`src/rtl/seq_controle_acc_if.sv`:
```
// Handshake and command bundle between the input decoder, the control unit
// and the register/ULA instances.
interface seq_controle_acc_if #(
  parameter int CMDW = 4,
  parameter int CNTW = 3
);
  logic            start;
  logic [3:0]      opcode;
  logic [CNTW-1:0] count;
  logic [CMDW-1:0] tx;
  logic [CMDW-1:0] ty;
  logic [CMDW-1:0] tz;
  logic [CMDW-1:0] ula_sel;
  logic            busy;
  logic            done;
  logic            err;

  // Requester side (decoder / bench)
  modport master (
    output start, opcode, count,
    input  tx, ty, tz, ula_sel, busy, done, err
  );

  // Control unit side
  modport slave (
    input  start, opcode, count,
    output tx, ty, tz, ula_sel, busy, done, err
  );
endinterface

```
`src/rtl/seq_controle_acc.sv`:
```
// Multi-cycle control unit for the 4-bit RegX/RegY/RegZ/ULA datapath.
// One opcode per start/busy handshake; commands are decoded from the next
// state and latched opcode and registered, so they change exactly with the
// state and are glitch-free at the register inputs.
module seq_controle_acc #(
  parameter int CMDW = 4,
  parameter int CNTW = 3
) (
  input  logic               clock,
  input  logic               reset,
  seq_controle_acc_if.slave  bus_if
);

  localparam logic [CMDW-1:0] CMD_CLEAR  = CMDW'(0);
  localparam logic [CMDW-1:0] CMD_LOAD   = CMDW'(1);
  localparam logic [CMDW-1:0] CMD_HOLD   = CMDW'(2);
  localparam logic [CMDW-1:0] CMD_SHIFTR = CMDW'(3);

  localparam logic [CMDW-1:0] ULA_ADD    = CMDW'(0);
  localparam logic [CMDW-1:0] ULA_SUB    = CMDW'(1);
  localparam logic [CMDW-1:0] ULA_AND    = CMDW'(2);
  localparam logic [CMDW-1:0] ULA_OR     = CMDW'(3);
  localparam logic [CMDW-1:0] ULA_PASSY  = CMDW'(4);

  localparam logic [3:0] OP_NOP   = 4'd0;
  localparam logic [3:0] OP_CLR   = 4'd1;
  localparam logic [3:0] OP_LDX   = 4'd2;
  localparam logic [3:0] OP_ADD   = 4'd3;
  localparam logic [3:0] OP_SUB   = 4'd4;
  localparam logic [3:0] OP_AND   = 4'd5;
  localparam logic [3:0] OP_OR    = 4'd6;
  localparam logic [3:0] OP_SHR   = 4'd7;
  localparam logic [3:0] OP_MOVYZ = 4'd8;

  typedef enum logic [2:0] {
    S_IDLE  = 3'd0,
    S_EXEC  = 3'd1,
    S_SHIFT = 3'd2,
    S_WRITE = 3'd3,
    S_DONE  = 3'd4
  } state_t;

  state_t          state_q, state_d;
  logic [3:0]      op_q, op_d;
  logic [CNTW-1:0] count_q, count_d;
  logic [CNTW-1:0] cnt_q, cnt_d;
  logic            err_q, err_d;

  logic [CMDW-1:0] tx_q, tx_d;
  logic [CMDW-1:0] ty_q, ty_d;
  logic [CMDW-1:0] tz_q, tz_d;
  logic [CMDW-1:0] sel_q, sel_d;
  logic            busy_q, busy_d;
  logic            done_q, done_d;

  logic            accept_s;

  assign accept_s = (state_q == S_IDLE) && bus_if.start;

  // State, operand latches and registered command outputs
  always_ff @(posedge clock or negedge reset) begin
    if (!reset) begin
      state_q <= S_IDLE;
      op_q    <= OP_NOP;
      count_q <= '0;
      cnt_q   <= '0;
      err_q   <= 1'b0;
      tx_q    <= CMD_HOLD;
      ty_q    <= CMD_HOLD;
      tz_q    <= CMD_HOLD;
      sel_q   <= ULA_ADD;
      busy_q  <= 1'b0;
      done_q  <= 1'b0;
    end else begin
      state_q <= state_d;
      op_q    <= op_d;
      count_q <= count_d;
      cnt_q   <= cnt_d;
      err_q   <= err_d;
      tx_q    <= tx_d;
      ty_q    <= ty_d;
      tz_q    <= tz_d;
      sel_q   <= sel_d;
      busy_q  <= busy_d;
      done_q  <= done_d;
    end
  end

  // Next-state sequencing: accept, opcode dispatch, shift countdown
  always_comb begin
    state_d = state_q;
    op_d    = op_q;
    count_d = count_q;
    cnt_d   = cnt_q;
    err_d   = err_q;
    case (state_q)
      S_IDLE: begin
        if (accept_s) begin
          op_d    = bus_if.opcode;
          count_d = bus_if.count;
          err_d   = 1'b0;
          state_d = S_EXEC;
        end else begin
          state_d = S_IDLE;
        end
      end
      S_EXEC: begin
        case (op_q)
          OP_NOP, OP_CLR, OP_LDX:          state_d = S_DONE;
          OP_ADD, OP_SUB, OP_AND, OP_OR:   state_d = S_WRITE;
          OP_MOVYZ:                        state_d = S_WRITE;
          OP_SHR: begin
            cnt_d = count_q;
            if (count_q != '0) begin
              state_d = S_SHIFT;
            end else begin
              state_d = S_WRITE;
            end
          end
          default: begin
            err_d   = 1'b1;
            state_d = S_DONE;
          end
        endcase
      end
      S_SHIFT: begin
        // Counter never wraps: it is only decremented while non-zero
        if (cnt_q != '0) begin
          cnt_d = cnt_q - CNTW'(1);
        end else begin
          cnt_d = cnt_q;
        end
        if (cnt_q > CNTW'(1)) begin
          state_d = S_SHIFT;
        end else begin
          state_d = S_WRITE;
        end
      end
      S_WRITE: state_d = S_DONE;
      S_DONE:  state_d = S_IDLE;
      default: state_d = S_IDLE;
    endcase
  end

  // Moore command decode of the upcoming state and opcode
  always_comb begin
    tx_d   = CMD_HOLD;
    ty_d   = CMD_HOLD;
    tz_d   = CMD_HOLD;
    sel_d  = ULA_ADD;
    busy_d = (state_d != S_IDLE);
    done_d = (state_d == S_DONE);
    case (state_d)
      S_EXEC: begin
        case (op_d)
          OP_CLR: begin
            tx_d = CMD_CLEAR;
            ty_d = CMD_CLEAR;
            tz_d = CMD_CLEAR;
          end
          OP_LDX: tx_d = CMD_LOAD;
          OP_ADD: begin sel_d = ULA_ADD; ty_d = CMD_LOAD; end
          OP_SUB: begin sel_d = ULA_SUB; ty_d = CMD_LOAD; end
          OP_AND: begin sel_d = ULA_AND; ty_d = CMD_LOAD; end
          OP_OR:  begin sel_d = ULA_OR;  ty_d = CMD_LOAD; end
          default: tx_d = CMD_HOLD;
        endcase
      end
      S_SHIFT: ty_d = CMD_SHIFTR;
      S_WRITE: begin
        sel_d = ULA_PASSY;
        tz_d  = CMD_LOAD;
      end
      default: tx_d = CMD_HOLD;
    endcase
  end

  assign bus_if.tx      = tx_q;
  assign bus_if.ty      = ty_q;
  assign bus_if.tz      = tz_q;
  assign bus_if.ula_sel = sel_q;
  assign bus_if.busy    = busy_q;
  assign bus_if.done    = done_q;
  assign bus_if.err     = err_q;

endmodule

```
`src/flat_wrapper.sv`:
```
// flat-port wrapper written by rule: the top's interface ports become plain ports
module seq_controle_acc_flat 
#(
  parameter int CMDW = 4,
  parameter int CNTW = 3
)
  (clock, reset, bus_if_start, bus_if_opcode, bus_if_count, bus_if_tx, bus_if_ty, bus_if_tz, bus_if_ula_sel, bus_if_busy, bus_if_done, bus_if_err);
  seq_controle_acc_if #(.CMDW(CMDW), .CNTW(CNTW)) bus_if_i ();
  input  logic clock;
  input  logic reset;
  input wire logic [$bits(bus_if_i.start)-1:0] bus_if_start;
  input wire logic [$bits(bus_if_i.opcode)-1:0] bus_if_opcode;
  input wire logic [$bits(bus_if_i.count)-1:0] bus_if_count;
  output wire logic [$bits(bus_if_i.tx)-1:0] bus_if_tx;
  output wire logic [$bits(bus_if_i.ty)-1:0] bus_if_ty;
  output wire logic [$bits(bus_if_i.tz)-1:0] bus_if_tz;
  output wire logic [$bits(bus_if_i.ula_sel)-1:0] bus_if_ula_sel;
  output wire logic [$bits(bus_if_i.busy)-1:0] bus_if_busy;
  output wire logic [$bits(bus_if_i.done)-1:0] bus_if_done;
  output wire logic [$bits(bus_if_i.err)-1:0] bus_if_err;
  assign bus_if_i.start = bus_if_start;
  assign bus_if_i.opcode = bus_if_opcode;
  assign bus_if_i.count = bus_if_count;
  assign bus_if_tx = bus_if_i.tx;
  assign bus_if_ty = bus_if_i.ty;
  assign bus_if_tz = bus_if_i.tz;
  assign bus_if_ula_sel = bus_if_i.ula_sel;
  assign bus_if_busy = bus_if_i.busy;
  assign bus_if_done = bus_if_i.done;
  assign bus_if_err = bus_if_i.err;
  seq_controle_acc #(.CMDW(CMDW), .CNTW(CNTW)) u_core (.clock(clock), .reset(reset), .bus_if(bus_if_i));
endmodule
```
`config.mk`:
```
export PLATFORM = sky130hd
export DESIGN_NAME = seq_controle_acc_flat
export DESIGN_NICKNAME = d
export VERILOG_FILES = /design/src/rtl/seq_controle_acc_if.sv /design/src/rtl/seq_controle_acc.sv /design/src/flat_wrapper.sv
export SDC_FILE = /design/constraint.sdc
export NUM_CORES = 1
export LEC_CHECK = 0
export BUFFER_PORTS_ARGS = -buffer_cell sky130_fd_sc_hd__buf_2
export CORE_ASPECT_RATIO = 1.5
export CORE_MARGIN = 3
export CORE_UTILIZATION = 40
export CTS_BUF_LIST = sky130_fd_sc_hd__clkbuf_2 sky130_fd_sc_hd__clkbuf_4 sky130_fd_sc_hd__clkbuf_8
export DETAILED_ROUTE_END_ITERATION = 10
export MAX_ROUTING_LAYER = met4
export SLEW_MARGIN = 20
export SYNTH_ARGS = -nofsm -noshare
export SYNTH_HDL_FRONTEND = slang
export SYNTH_SLANG_ARGS = --single-unit
```
`constraint.sdc`:
```
create_clock -name clock -period 2.1 [get_ports clock]
set_input_delay 0.315 -clock clock [delete_from_list [all_inputs] [get_ports clock]]
set_output_delay 0.315 -clock clock [all_outputs]
set_load 0.01 [all_outputs]
```
* Word level (Yosys, flattened, before mapping)
Index checks and enable logic that the tools add are counted.
W data, S select, Z words.
** Operators by class
- Bitwise logic cells :: 0
- Divide/modulo/power cells :: 0
- $mul :: 0
- Reduce and logical (&&, ||, !) cells :: 14
- $lt $le $gt $ge :: 1
- Eq/ne operators :: 25
- Add/subtract/negate cells :: 1
- Shifts and indexed selects :: 0
- Multiplexer cells :: 21
** Operators with widths (number)
- $eq A4 B3 Y1 const B :: 7
- $pmux W4 S2 :: 3
- $eq A4 B2 Y1 const B :: 4
- $eq A3 B2 Y1 const B :: 4
- $pmux W3 S2 :: 2
- $pmux W3 S4 :: 1
- $reduce_bool A3 Y1 :: 3
- $reduce_or A9 Y1 :: 1
- $eq A4 B1 Y1 const B :: 2
- $mux W4 :: 2
- $pmux W2 S2 :: 2
- $eq A3 B1 Y1 const B :: 2
- $mux W3 :: 2
- $ne A2 B1 Y1 const B :: 3
- $pmux W2 S3 :: 1
- $reduce_and A3 Y1 :: 2
- $mux W1 :: 5
- $reduce_or A5 Y1 :: 1
- $eq A4 B4 Y1 const B :: 1
- $logic_not A4 Y1 :: 1
- $mux W2 :: 2
- $reduce_bool A2 Y1 :: 2
- $reduce_or A4 Y1 :: 1
- $eq A3 B3 Y1 const B :: 1
- 7 further kinds :: 7
** Word-level totals
- RAM bits :: 0
- ROM bits :: 0
- Bits in registers :: 32
- Memories :: 0
- Bits in latches :: 0

* Logic depth before layout (Yosys ltp)
- Depth after elaboration :: 8
- Mapped depth :: 6
- Depth with buffers taken out :: 6

* Worst setup path before layout
Ideal clock, no wire load.
- Kind :: register to register
- From :: reg u_core.state_q[1]
- To :: reg u_core.ty_q[0], in the netlist u_core.bus_if.ty[0]
- Path slack :: 574 ps
- Clock period less this slack :: 1526 ps
- Library setup time :: 122 ps
- Data required time :: 1978 ps
- Stages on the path, launching flop included :: 5
- Arrival time :: 1404 ps
- Path buffers :: 0
- Path through :: dfrtp_1 -> or3b_1 -> nor3_2 -> a22oi_1 -> a32o_1
** On the way
- Word-level cells in the longest chain between the ends :: 8
- Elaborated cells between the ends (all ways) :: 19
- Classes of those cells :: eq/ne (10); mux (6); reduce/logical (3)
** Ends and longest elaborated chain
- from (decl) :: RTL line seq_controle_acc.sv:43 : state_t state_q, state_d;
- from (signal assigned) :: RTL line seq_controle_acc.sv:75 : state_q <= state_d;
- $logic_not A3 Y1 :: RTL line seq_controle_acc.sv:58, seq_controle_acc.sv:96
- $logic_and A1 B1 Y1 :: RTL line seq_controle_acc.sv:58 : assign accept_s = (state_q == S_IDLE) && bus_if.start;
- $mux W4 :: RTL line seq_controle_acc.sv:98 : if (accept_s) begin
- $mux W4 :: RTL line seq_controle_acc.sv:96 : case (state_q)
- $eq A4 B2 Y1 / $eq A4 B3 Y1 (equally long branches) :: RTL line seq_controle_acc.sv:155 : case (op_d)
- $reduce_or A4 Y1 (no source line)
- $pmux W2 S2 :: RTL line seq_controle_acc.sv:155
- $pmux W4 S2 * :: RTL line seq_controle_acc.sv:153 : case (state_d)
- named net u_core.ty_d[0] :: RTL line seq_controle_acc.sv:50 : logic [CMDW-1:0] ty_q, ty_d;
- to (signal assigned) :: RTL line seq_controle_acc.sv:81 : ty_q <= ty_d;
- to (decl) :: RTL line seq_controle_acc.sv:50
Mark *: on every way through the listed nets, which the timed path passes. The rest lies on a longest branch.
A chain may end at the register's enable or synchronous reset.

* Worst setup path in the final report
Same ends and word-level chain as after synthesis.

==> key figures <==
Setup path
  • Critical path buffers and inverters: 0
  • CP Capture Type: register
  • WP data arrival: 1.81 ns
  • Setup CP Type: reg -> reg
  • Worst r2r src: u_core.state_q[1]
  • CP peak stage delay: between 0.4 and 0.5 ns
  • Worst path cell trace: or3b_1 -> nor3_2 -> a22oi_1 -> a32o_1
  • Critical path's top delay family: simple AND/OR/NAND/NOR gates
  • Crit start category: register
  • Reg2Reg Capture Point: u_core.bus_if.ty[0]
  • Reg2Reg Depth: 4
  • Critical Path RT: between 2 and 2.5 ns
  • CP max stage cell: or3b_1
  • Max Fanout on Critical Path: 6
  • Reg-to-reg setup timing slack: 0.44 ns

Drt
  • Vias: 857
  • DR DRC count: 0
  • WL/cell: between 10 and 15 um
  • Starting DRT DRC Count: 18
  • Vias per cell: between 5 and 6
  • First-pass DRT Iterations: 4
  • ANT nets after route: 0
  • Final wirelength: ~2200 um

Power
  • Comb power frac: 0.397
  • Peak supply drop: 0.698 mV
  • Psw: 0.685 mW
  • Sw Ratio: 0.371
  • Int Pwr: 1.16 mW
  • PD cells: 1340 mW/mm2
  • Sequential share of power: 0.436
  • Power Total: 1.84 mW
  • LEAKAGE: 0.643 nW
  • Clock network fraction of design power: 0.167

Clock network
  • CTS tree: done
  • Clock sink count: 24
  • Cts repair resizes: 0
  • Root buf cell: clkbuf_8
  • Clock-pin slew on the worst setup and hold paths: 0.08 ns
  • Clk_lat worst skew: 0.26 ns
  • CTS Hold Bufs: 0
  • Post CTS Setup Buffer Count: 0
  • Max Root-Sink Buffers: 2
  • Htree depth: 1
  • CTS Buf Count: 3

GRT
  • Gr usage total: 0.133
  • Largest net degree at the start of global routing: 25
  • Total grt overflow: 0
  • Vias in the first global route: 803
  • Global-route wire length before repair: 3640 um
  • Initial antenna violation count: 0

Timing
  • Final min period: 1.66 ns
  • Final number of setup-violating endpoints: 0
  • Slew HR: 0.660
  • Max Fclk: a little over 0.6 GHz
  • Hold Violations, Final: 0
  • Clk_skew: 0.00130 ns
  • Worst setup margin: 0.443 ns
  • RSZ-0062 raised after global routing: no
  • Slew Viols, Final: 0
  • Worst-Margin Slew: 0.511 ns
  • Period utilization: 0.789
  • Setup TNS: 0 ns

Floorplanning
  • Row cnt: 23
  • Chip height: 73.2 um
  • Starting density of the core: 0.436
  • Core area: 0.00276 mm2
  • Die X: between 50 and 60 um
  • Die footprint: ~0.0037 mm2
  • I/O pin count: 29

Finish
  • Layout area overhead: 14.1%
  • FILL cells: 270
  • Layout cells sized above 1: 0.313
  • Fin cells: 168
  • N_diodes: 0
  • Commonest cells after routing, fill and taps aside: buf_2 (21), dfrtp_1 (21), nor2_1 (7), mux2_2 (7), conb_1 (7)
  • NumNets Final: 145

Logic synthesis
  • Yosys warning count: 0
  • Mapped Area: 0.00120 mm2
  • Post-synthesis sequential area ratio: 0.502
  • Number of flops mapped to enable cells by yosys: 0
  • Post-synth top flop: dfrtp_1
  • Post-synthesis average cell area: 11.0 um2
  • Mapped Cells: about 110
  • Ys async rst share: 1.00
  • Seq cells post-synth: 24
  • Yosys cell types: 43

Hold path
  • Hold WC Path Type: in -> async

Place
  • Final RePlAce weighted congestion: 0.838
  • Port Buffers: 21
  • Placed cell count: 164
  • DP HPWL: 1700 um
  • Worst slack at placement: 0.475 ns

Run
  • Max cap viols: 0

Outcome
  • Outcome: completed
[through the flow]
step	area, um2	utilization	hold WS, ns
after floorplan	1230	-	0.0194
after CTS	1370	0.497	0.0371
after detailed placement	1320	0.477	0.327
after global routing	1370	0.497	0.0549
after global placement	1320	0.477	0.317
final	1370	0.497	0.0126
[Yosys cell counts (2+ instances only)]
master,n,share of area
nand3_1,3,0.012
a21oi_1,5,0.021
mux2_2,7,0.065
o21a_1,4,0.025
nor2_1,7,0.022
buf_4,8,0.050
nand2_1,5,0.016
o22a_1,2,0.015
inv_1,5,0.016
ha_1,3,0.031
or4b_1,2,0.017
dfrtp_1,21,0.44
or3b_1,2,0.015
dfstp_2,3,0.065
nor2b_1,2,0.010
o21ai_0,3,0.012
[layout make-up]
| cell class | count | area (um2) | share of cell area |
|---|---|---|---|
| tap | 37 | 46.3 | 0.0337 |
| sequential | 24 | 604 | 0.440 |
| clock buffer | 4 | 55.1 | 0.0401 |
| multi-input combinational | 75 | 529 | 0.385 |
| inverter | 5 | 18.8 | 0.0137 |
| timing repair buffer | 23 | 120 | 0.0874 |
[state kept, by name, summed over array words and instances, names as in the netlist]
register,cells
u_core.bus_if.busy,1
u_core.bus_if.done,1
u_core.bus_if.err,1
u_core.bus_if.tx,2
u_core.bus_if.ty,2
u_core.bus_if.tz,2
u_core.bus_if.ula_sel,2
u_core.cnt_q,3
u_core.count_q,3
u_core.op_q,4
u_core.state_q,3
[power groups by stage]
| stage | clock network [mW] | registers (mW) | logic, mW |
|---|---|---|---|
| floorplan | 0 | 0.796 | 0.547 |
| CTS | 0.323 | 0.804 | 0.746 |
| global route | 0.344 | 0.827 | 0.831 |
| finish | 0.307 | 0.805 | 0.732 |
| global placement | 0 | 0.797 | 0.732 |
| detailed placement | 0 | 0.813 | 0.741 |
[kinds of logic after synthesis]
family	count (synthesis)	synth area share
mux	7	0.0655
flops	24	0.502
other cells	1	0.00312
buf+inv	16	0.0769
simple gates	30	0.158
xor+xnor	2	0.0146
compound gates	26	0.149
fa+ha+maj	3	0.0312
[how the worst max path moves through the flow]
stage | endpoint | slack (ns) | depth (start not counted) | start
floorplan | u_core.bus_if.ty[0] | 0.57 | 4 | u_core.state_q[1]
global placement | u_core.bus_if.ty[0] | 0.51 | 4 | u_core.state_q[1]
detailed placement | u_core.bus_if.ty[0] | 0.47 | 4 | u_core.state_q[1]
CTS | u_core.bus_if.ty[0] | 0.45 | 4 | u_core.state_q[1]
global route | u_core.bus_if.ty[0] | 0.37 | 4 | u_core.state_q[1]
finish | u_core.bus_if.ty[0] | 0.44 | 4 | u_core.state_q[1]
[routing by layer]
layer	track usage	vias to the layer above	routed length, um
met5	-	-	0
met4	0.0928	0	69
met3	0.0143	8	94
met2	0.227	25	1210
met1	0.143	409	848
li1	-	415	-
No activity file was read; power rests on OpenSTA's default activity.
